`src/rtl/axistream_pkg.sv`:
```
// Shared definitions for the AXI4-Stream blocks: default widths and the tkeep width helper.
package axistream_pkg;

    localparam int AXIS_DATA_W_DEF = 32;
    localparam int AXIS_USER_W_DEF = 1;

    function automatic int keep_w(int data_w);
        return data_w / 8;
    endfunction

endpackage

```
`src/rtl/axistream_fifo_mem.sv`:
```
// Simple dual-port storage for the stream FIFO: registered write port, asynchronous read port.
module axistream_fifo_mem #(
    parameter int WIDTH = 38,
    parameter int DEPTH = 16,
    localparam int ADDR_W = $clog2(DEPTH)
) (
    input  logic              clk,
    input  logic              wr_en,
    input  logic [ADDR_W-1:0] wr_addr,
    input  logic [WIDTH-1:0]  wr_data,
    input  logic [ADDR_W-1:0] rd_addr,
    output logic [WIDTH-1:0]  rd_data
);

    logic [WIDTH-1:0] mem_q [DEPTH];

    // NOTE: the array has no reset; contents are only observed behind the pointer
    // logic, and leaving it unreset lets it map onto RAM primitives.
    always_ff @(posedge clk) begin
        if (wr_en) begin
            mem_q[wr_addr] <= wr_data;
        end
    end

    assign rd_data = mem_q[rd_addr];

endmodule

```
`src/rtl/axistream_fifo.sv`:
```
// Synchronous first-word-fall-through AXI4-Stream FIFO.
// Define AXISTREAM_FIFO_PACKET_EN for store-and-forward (packet) mode.
module axistream_fifo
    import axistream_pkg::*;
#(
    parameter int DATA_W = AXIS_DATA_W_DEF,
    parameter int USER_W = AXIS_USER_W_DEF,
    parameter int DEPTH  = 16,
    localparam int KEEP_W = keep_w(DATA_W),
    localparam int CNT_W  = $clog2(DEPTH) + 1
) (
    input  logic              aclk,
    input  logic              aresetn,

    input  logic              s_axis_tvalid,
    output logic              s_axis_tready,
    input  logic [DATA_W-1:0] s_axis_tdata,
    input  logic [KEEP_W-1:0] s_axis_tkeep,
    input  logic              s_axis_tlast,
    input  logic [USER_W-1:0] s_axis_tuser,

    output logic              m_axis_tvalid,
    input  logic              m_axis_tready,
    output logic [DATA_W-1:0] m_axis_tdata,
    output logic [KEEP_W-1:0] m_axis_tkeep,
    output logic              m_axis_tlast,
    output logic [USER_W-1:0] m_axis_tuser,

    output logic [CNT_W-1:0]  count
);

    localparam int ADDR_W = $clog2(DEPTH);
    localparam int PTR_W  = ADDR_W + 1;
    localparam int BEAT_W = DATA_W + KEEP_W + 1 + USER_W;

    logic [PTR_W-1:0]  wr_ptr_q, wr_ptr_d;
    logic [PTR_W-1:0]  rd_ptr_q, rd_ptr_d;
    logic [CNT_W-1:0]  count_q, count_d;
    logic              s_ready_q, s_ready_d;

    logic              full, empty, full_d;
    logic              wr_en, rd_en;
    logic [BEAT_W-1:0] wr_beat, rd_beat;

    // Pointers carry one extra wrap bit so full and empty are distinguishable.
    assign full  = (wr_ptr_q[ADDR_W] != rd_ptr_q[ADDR_W]) &&
                   (wr_ptr_q[ADDR_W-1:0] == rd_ptr_q[ADDR_W-1:0]);
    assign empty = (wr_ptr_q == rd_ptr_q);

    assign wr_en = s_axis_tvalid && s_ready_q;
    assign rd_en = m_axis_tvalid && m_axis_tready;

    // NOTE: every signal assigned in always_comb gets a default first so that no
    // path leaves it unassigned and no latch is inferred.
    always_comb begin
        wr_ptr_d = wr_ptr_q;
        rd_ptr_d = rd_ptr_q;
        count_d  = count_q;
        if (wr_en) begin
            wr_ptr_d = wr_ptr_q + PTR_W'(1);
        end
        if (rd_en) begin
            rd_ptr_d = rd_ptr_q + PTR_W'(1);
        end
        case ({wr_en, rd_en})
            2'b10:   count_d = count_q + CNT_W'(1);
            2'b01:   count_d = count_q - CNT_W'(1);
            default: count_d = count_q;
        endcase
        full_d    = (wr_ptr_d[ADDR_W] != rd_ptr_d[ADDR_W]) &&
                    (wr_ptr_d[ADDR_W-1:0] == rd_ptr_d[ADDR_W-1:0]);
        s_ready_d = !full_d;
    end

    // NOTE: sequential state uses non-blocking assignments only, so every flop
    // samples the pre-edge value of its inputs regardless of statement order.
    always_ff @(posedge aclk) begin
        if (!aresetn) begin
            wr_ptr_q  <= '0;
            rd_ptr_q  <= '0;
            count_q   <= '0;
            s_ready_q <= 1'b0;
        end else begin
            wr_ptr_q  <= wr_ptr_d;
            rd_ptr_q  <= rd_ptr_d;
            count_q   <= count_d;
            s_ready_q <= s_ready_d;
        end
    end

`ifdef AXISTREAM_FIFO_PACKET_EN
    logic [PTR_W-1:0] pkt_cnt_q, pkt_cnt_d;
    logic             wr_last, rd_last;

    always_comb begin
        wr_last   = wr_en && s_axis_tlast;
        rd_last   = rd_en && m_axis_tlast;
        pkt_cnt_d = pkt_cnt_q;
        if (wr_last && !rd_last) begin
            pkt_cnt_d = pkt_cnt_q + PTR_W'(1);
        end else if (!wr_last && rd_last) begin
            pkt_cnt_d = pkt_cnt_q - PTR_W'(1);
        end
    end

    always_ff @(posedge aclk) begin
        if (!aresetn) begin
            pkt_cnt_q <= '0;
        end else begin
            pkt_cnt_q <= pkt_cnt_d;
        end
    end

    // A packet longer than the FIFO is released in cut-through once full.
    assign m_axis_tvalid = !empty && ((pkt_cnt_q != '0) || full);
`else
    assign m_axis_tvalid = !empty;
`endif

    assign wr_beat = {s_axis_tuser, s_axis_tlast, s_axis_tkeep, s_axis_tdata};

    axistream_fifo_mem #(
        .WIDTH (BEAT_W),
        .DEPTH (DEPTH)
    ) u_mem (
        .clk     (aclk),
        .wr_en   (wr_en),
        .wr_addr (wr_ptr_q[ADDR_W-1:0]),
        .wr_data (wr_beat),
        .rd_addr (rd_ptr_q[ADDR_W-1:0]),
        .rd_data (rd_beat)
    );

    assign {m_axis_tuser, m_axis_tlast, m_axis_tkeep, m_axis_tdata} = rd_beat;

    assign s_axis_tready = s_ready_q;
    assign count         = count_q;

endmodule

```
`config.mk`:
```
export PLATFORM = sky130hd
export DESIGN_NAME = axistream_fifo
export DESIGN_NICKNAME = d
export VERILOG_FILES = /design/src/rtl/axistream_pkg.sv /design/src/rtl/axistream_fifo_mem.sv /design/src/rtl/axistream_fifo.sv
export SDC_FILE = /design/constraint.sdc
export NUM_CORES = 1
export LEC_CHECK = 0
export CAP_MARGIN = 20
export CORE_MARGIN = 2
export CORE_UTILIZATION = 40
export CTS_CLUSTER_DIAMETER = 60
export CTS_CLUSTER_SIZE = 10
export DETAILED_ROUTE_END_ITERATION = 10
export REMOVE_ABC_BUFFERS = 1
export SLEW_MARGIN = 5
export SYNTH_ARGS = -nofsm -noshare
export SYNTH_HDL_FRONTEND = slang
export SYNTH_SLANG_ARGS = --single-unit
```
`constraint.sdc`:
```
create_clock -name aclk -period 7.9 [get_ports aclk]
set_clock_uncertainty 0.1 [all_clocks]
set_input_delay 1.58 -clock aclk [delete_from_list [all_inputs] [get_ports aclk]]
set_output_delay 1.58 -clock aclk [all_outputs]
set_load 0.03 [all_outputs]
```
After elaboration in Yosys (flattened, before gate mapping):

Memory sizes are Yosys's and may differ from the RTL's. A register that Yosys moved wholly into a read port is not among the register bits.
Index checks and enable logic that the tools add are counted.

* bits in latches: 0
* memories kept: 1
* RAM bits: 608
* word-level logic and storage cells: 26
* flip-flop bits (word level): 16
* ROM bits: 0
* output and inout bits: 45

Memories
* u_mem.mem_q: depth 16, bits a word 38, read ports 1, clocked after memory_dff 1, wr ports 1, RTL line axistream_fifo_mem.sv:15 `logic [WIDTH-1:0] mem_q [DEPTH];`

* eq/ne operators: 5
* shifts and indexed selects: 0
* bitwise gates (word level): 0
* divide/modulo/power cells: 0
* $add $sub $neg: 4
* reductions and logical operators: 6
* mux-type cells: 6
* multipliers: 0
* order comparisons: 0

Operator list (count)
* $add 5x1->5 const B: 3
* $mux 5: 2
* $pmux 5 s2: 1
* $eq 5x5->1: 1
* $sub 5x1->5 const B: 1
* $eq 4x4->1: 1
* $mux 4: 1
* $logic_and 1x1->1: 3
* $eq 2x1->1 const B: 1
* $eq 2x2->1 const B: 1
* $logic_not 1->1: 2
* $mux 1: 2
* $reduce_bool 2->1: 1
* $ne 1x1->1: 1

Longest topological paths before layout:

* depth after elaboration: 7
* depth in mapped cells: 14
* mapped depth without buffers: 12

Hierarchy:

Synthesis repeated with hierarchy kept, for this count alone.

* cell total of the unflattened synthesis: 1059
* area, all modules: 23812.8 sq um

Modules (own cells, without submodules)
* axistream_fifo_mem: seq. area each 18257.5 sq um, instances 1, area an instance 22809.4 sq um, cells each 951
* axistream_fifo: seq. area each 320.3 sq um, instances 1, area an instance 1003.5 sq um, cells each 108

Worst setup path after synthesis:

No wires, ideal clock.

* path kind: input-to-reg
* start: input s_axis_tvalid
* end: memory u_mem.mem_q[3][0], enable pin
* stages on the path: 4
* required time: 7319 ps
* path slack: 2716 ps
* data arrival time: 4604 ps
* cells stage by stage: and2_1 buf_2 nand2_1 nor3_1

* cells in the longest elaborated chain, start to end: 3

RTL lines
* start: declaration: RTL line axistream_fifo.sv:15 `input logic s_axis_tvalid,`
* $logic_and 1x1->1: RTL line axistream_fifo.sv:50 `assign wr_en = s_axis_tvalid && s_ready_q;`
* $mux 1: RTL line axistream_fifo_mem.sv:20 `if (wr_en) begin`
* $mux 1 (not written as such): RTL line axistream_fifo_mem.sv:21 `mem_q[wr_addr] <= wr_data;`
* end: declaration: RTL line axistream_fifo_mem.sv:15

Every way passes these cells.

==> key figures <==
Floorplanning
  • Cell Rows: 90
  • Die Height: 250 µm
  • IO Count: 87
  • Die Footprint: 62400 µm²
  • Initial cell density of the core: 40.3%
  • Die Wd: 250 µm
  • Core ar.: 60000 µm²

Drt
  • DRC violation count after routing: 0
  • Total Wirelength: 51200 µm
  • Vias per Instance: 5.54
  • Detailed Routing Iterations Pass 1: 5
  • Drt first-iter violations: 874
  • Via count: 10.7k
  • Remaining number of nets flagged by the antenna check after routing: 0
  • Average wire per cell in the routed design: 26.5 µm

Synth
  • Cell types occupying the most area after synthesis: edfxtp_1 76%, mux4_2 14%, mux4_1 4.6%
  • Mapped cell area: 24200 µm²
  • Adder-cell area share of the yosys netlist: 0.466%
  • Library cell occupying the most area in the post-synthesis netlist: edfxtp_1
  • Synth unique cells: 40
  • Largest family of logic cells by synthesized area: multiplexers
  • Synth warnings: 0
  • Most numerous cell types in the synthesized netlist: 608 x edfxtp_1, 148 x mux4_2, 42 x mux4_1
  • Gate count after technology mapping: 990
  • XOR/XNOR Fraction of Synth Area: 0.833%
  • Flops & latches, synth: 624
  • Share of flip-flops with an asynchronous set or reset: 0%
  • Post-synth EDFFs: 608
  • Share of the synthesized area in compound gates (AO/OA/AOI/OAI): 0.657%
  • Mux share of post-synthesis cell area: 18.5%
  • Sequential element share of the synthesized area: 76.8%
  • Share of the synthesized area in the top cell type: 75.5%
  • Post-synthesis average cell area: 24.4 µm²
  • Flip-flop cell with the highest count after synthesis: edfxtp_1
  • Fraction of the mapped netlist area in simple logic gates: 1.17%
  • Most frequently used cell type in the post-synthesis netlist: edfxtp_1

CTS
  • Hold-fix buffers at CTS: 0
  • Clock tree from TritonCTS: built
  • Inserted Clock Buffers: 74
  • Clock slew at reported path FFs: 0.06 ns
  • Clock Latency Late Sink: 0.59 ns
  • Count of instances resized after the clock tree is built: 0
  • Root Driver: clkbuf_16
  • Number of levels in the clock H-tree: 3
  • Buffer count from post-CTS setup fixing: 0
  • CTS max path bufs: 3
  • Number of sinks handled by clock tree synthesis: 624

Cells and area
  • Final cell utilization of the core: 46.8%
  • Layout cell share with drive strength beyond 1: 24.5%
  • Area growth from synthesis to layout: 16.2%
  • Net count reported at finish: 1174
  • Inserted Diodes: 0

Placement
  • RePlAce Congestion: 0.726
  • HPWL after detailed placement: 25800 µm
  • Number of buffer cells added on primary ports: 86

Pwr
  • Clock network fraction of total power: 36.6%
  • Internal power consumption: 6280 µW
  • Cell area power density: 295 nW/µm²
  • Power share of the sequential group: 45.6%
  • Highest ir drop seen on vdd: 181 µV
  • Leakage dissipation: 0.00859 µW
  • Sw Ratio: 24.3%
  • Net switching power figure: 2020 µW
  • Combinational power share: 17.8%

Setup path
  • Peak fanout along the critical path: 98
  • Crit path capture type: primary output
  • Worst path required time: 6.22 ns
  • Startpoint Class: flop
  • Classification of the worst setup path: reg -> out
  • Critical Path AT: 3.89 ns

Timing
  • Max-slew violation total from the final report: 0
  • Achievable clock frequency: 179 MHz
  • Setup violators final: 0
  • Worst slew margin relative to its limit: 30.6%
  • Worst Tran Pin Value: 1.04 ns
  • Unrepaired setup endpoints after global routing: no
  • Setup tns final: 0 ns
  • Final Cycle Share: 70.5%
  • Final period demand of the worst path: 5.57 ns
  • Fin. Hold Viols: 0

Global route
  • Aggregate global routing overflow: 0
  • Combined global-route utilization of all metal layers: 16.5%
  • Number of antenna violations at the first check in global routing: 2
  • GR Util met2: 26.6%
  • Pin count of the biggest net entering global routing: 99
  • Vias in the first global route: 11.2k
  • Met3 usage: 3.60%
  • First-pass GRT wire length: 75000 µm
  • Most used routing layer: met2
  • Met1 usage: 23.1%

Worst hold path
  • Class of the tightest hold or removal check: reg -> reg

Run
  • Maximum capacitance violations: 0

Outcome
  • Run status: finished, final reports clean
per-layer routing:
metal,vias up,routed length (µm)
li1,4526,-
met1,5811,22800
met2,277,24900
met3,88,2640
met4,4,928
met5,-,23
sequential cells by signal, summed over array words and instances, names as in the netlist:
register and count:
count 5, rd_ptr_q 5, s_axis_tready 1, u_mem.mem_q 608, wr_ptr_q 5
worst paths after layout:
kind / start / endpoint / slack (ns) / cells after the start
setup reg to reg: rd_ptr_q[0]$_SDFF_PN0_ / count[4]$_SDFFE_PN0P_ / 3.66 / 13
hold / removal: rd_ptr_q[3]$_SDFF_PN0_ / rd_ptr_q[3]$_SDFF_PN0_ / 0.41 / 2
hold reg to reg: rd_ptr_q[3]$_SDFF_PN0_ / rd_ptr_q[3]$_SDFF_PN0_ / 0.41 / 2
setup / recovery: rd_ptr_q[0]$_SDFF_PN0_ / m_axis_tdata[30] / 2.33 / 4
per-stage QoR:
| stage | hold WS, ns | setup WS, ns | cells | total power, µW | instance area, µm² |
|---|---|---|---|---|---|
| floorplan | 0.439 | -0.992 | 936 | 5030 | 23800 |
| CTS | 0.412 | 2.22 | 1934 | 8410 | 28100 |
| global placement | 0.398 | 2.88 | 1829 | 5350 | 26000 |
| global route | 0.483 | 2.10 | 1934 | 8600 | 28100 |
| detailed placement | 0.398 | 2.87 | 1829 | 5360 | 26000 |
| finish | 0.407 | 2.33 | 1934 | 8300 | 28100 |
cells in the final DEF, fill, tap and decap left out, types with 8 or more instances in the layout:
| master | count |
|---|---|
| edfxtp_1 | 608 |
| mux4_2 | 148 |
| clkdlybuf4s50_1 | 86 |
| clkbuf_16 | 77 |
| mux4_1 | 42 |
| buf_4 | 24 |
| clkbuf_1 | 20 |
| xor2_1 | 15 |
| nand2_1 | 14 |
| nor2_4 | 12 |
| dfxtp_1 | 12 |
| nor2_1 | 10 |
| ha_1 | 9 |
| xnor2_1 | 8 |
power by group through the flow:
| stage | Sequential (µW) | Clock (µW) | Combinational [µW] |
|---|---|---|---|
| after floorplan | 3990 | 0 | 1040 |
| after global placement | 3850 | 0 | 1500 |
| after detailed placement | 3850 | 0 | 1510 |
| after CTS | 3790 | 3110 | 1510 |
| after global routing | 3790 | 3230 | 1580 |
| final | 3780 | 3030 | 1480 |
kinds of logic (layout without fill, tap and decap cells):
family	count (synthesis)	after routing
flops	624	624
simple gates	60	60
compound gates	22	22
fa+ha+maj	9	9
xor+xnor	23	23
buf+inv	59	221
mux	193	193
worst max-delay path, stage by stage (launching register included):
cell and delay [ns]:
dfxtp_4 0.71, buf_12 0.63, mux4_1 0.66, mux4_2 0.53, clkdlybuf4s50_1 0.62
layout make-up:
class	count	area [µm²]
Fill cell	4820	31900
Inverter	5	18.8
Clock inverter	8	104
Multi-Input combinational cell	307	5330
Timing Repair Buffer	111	1060
Tap cell	782	978
Sequential cell	624	18600
Clock buffer	97	2000
No activity file was read; power rests on OpenSTA's default activity.
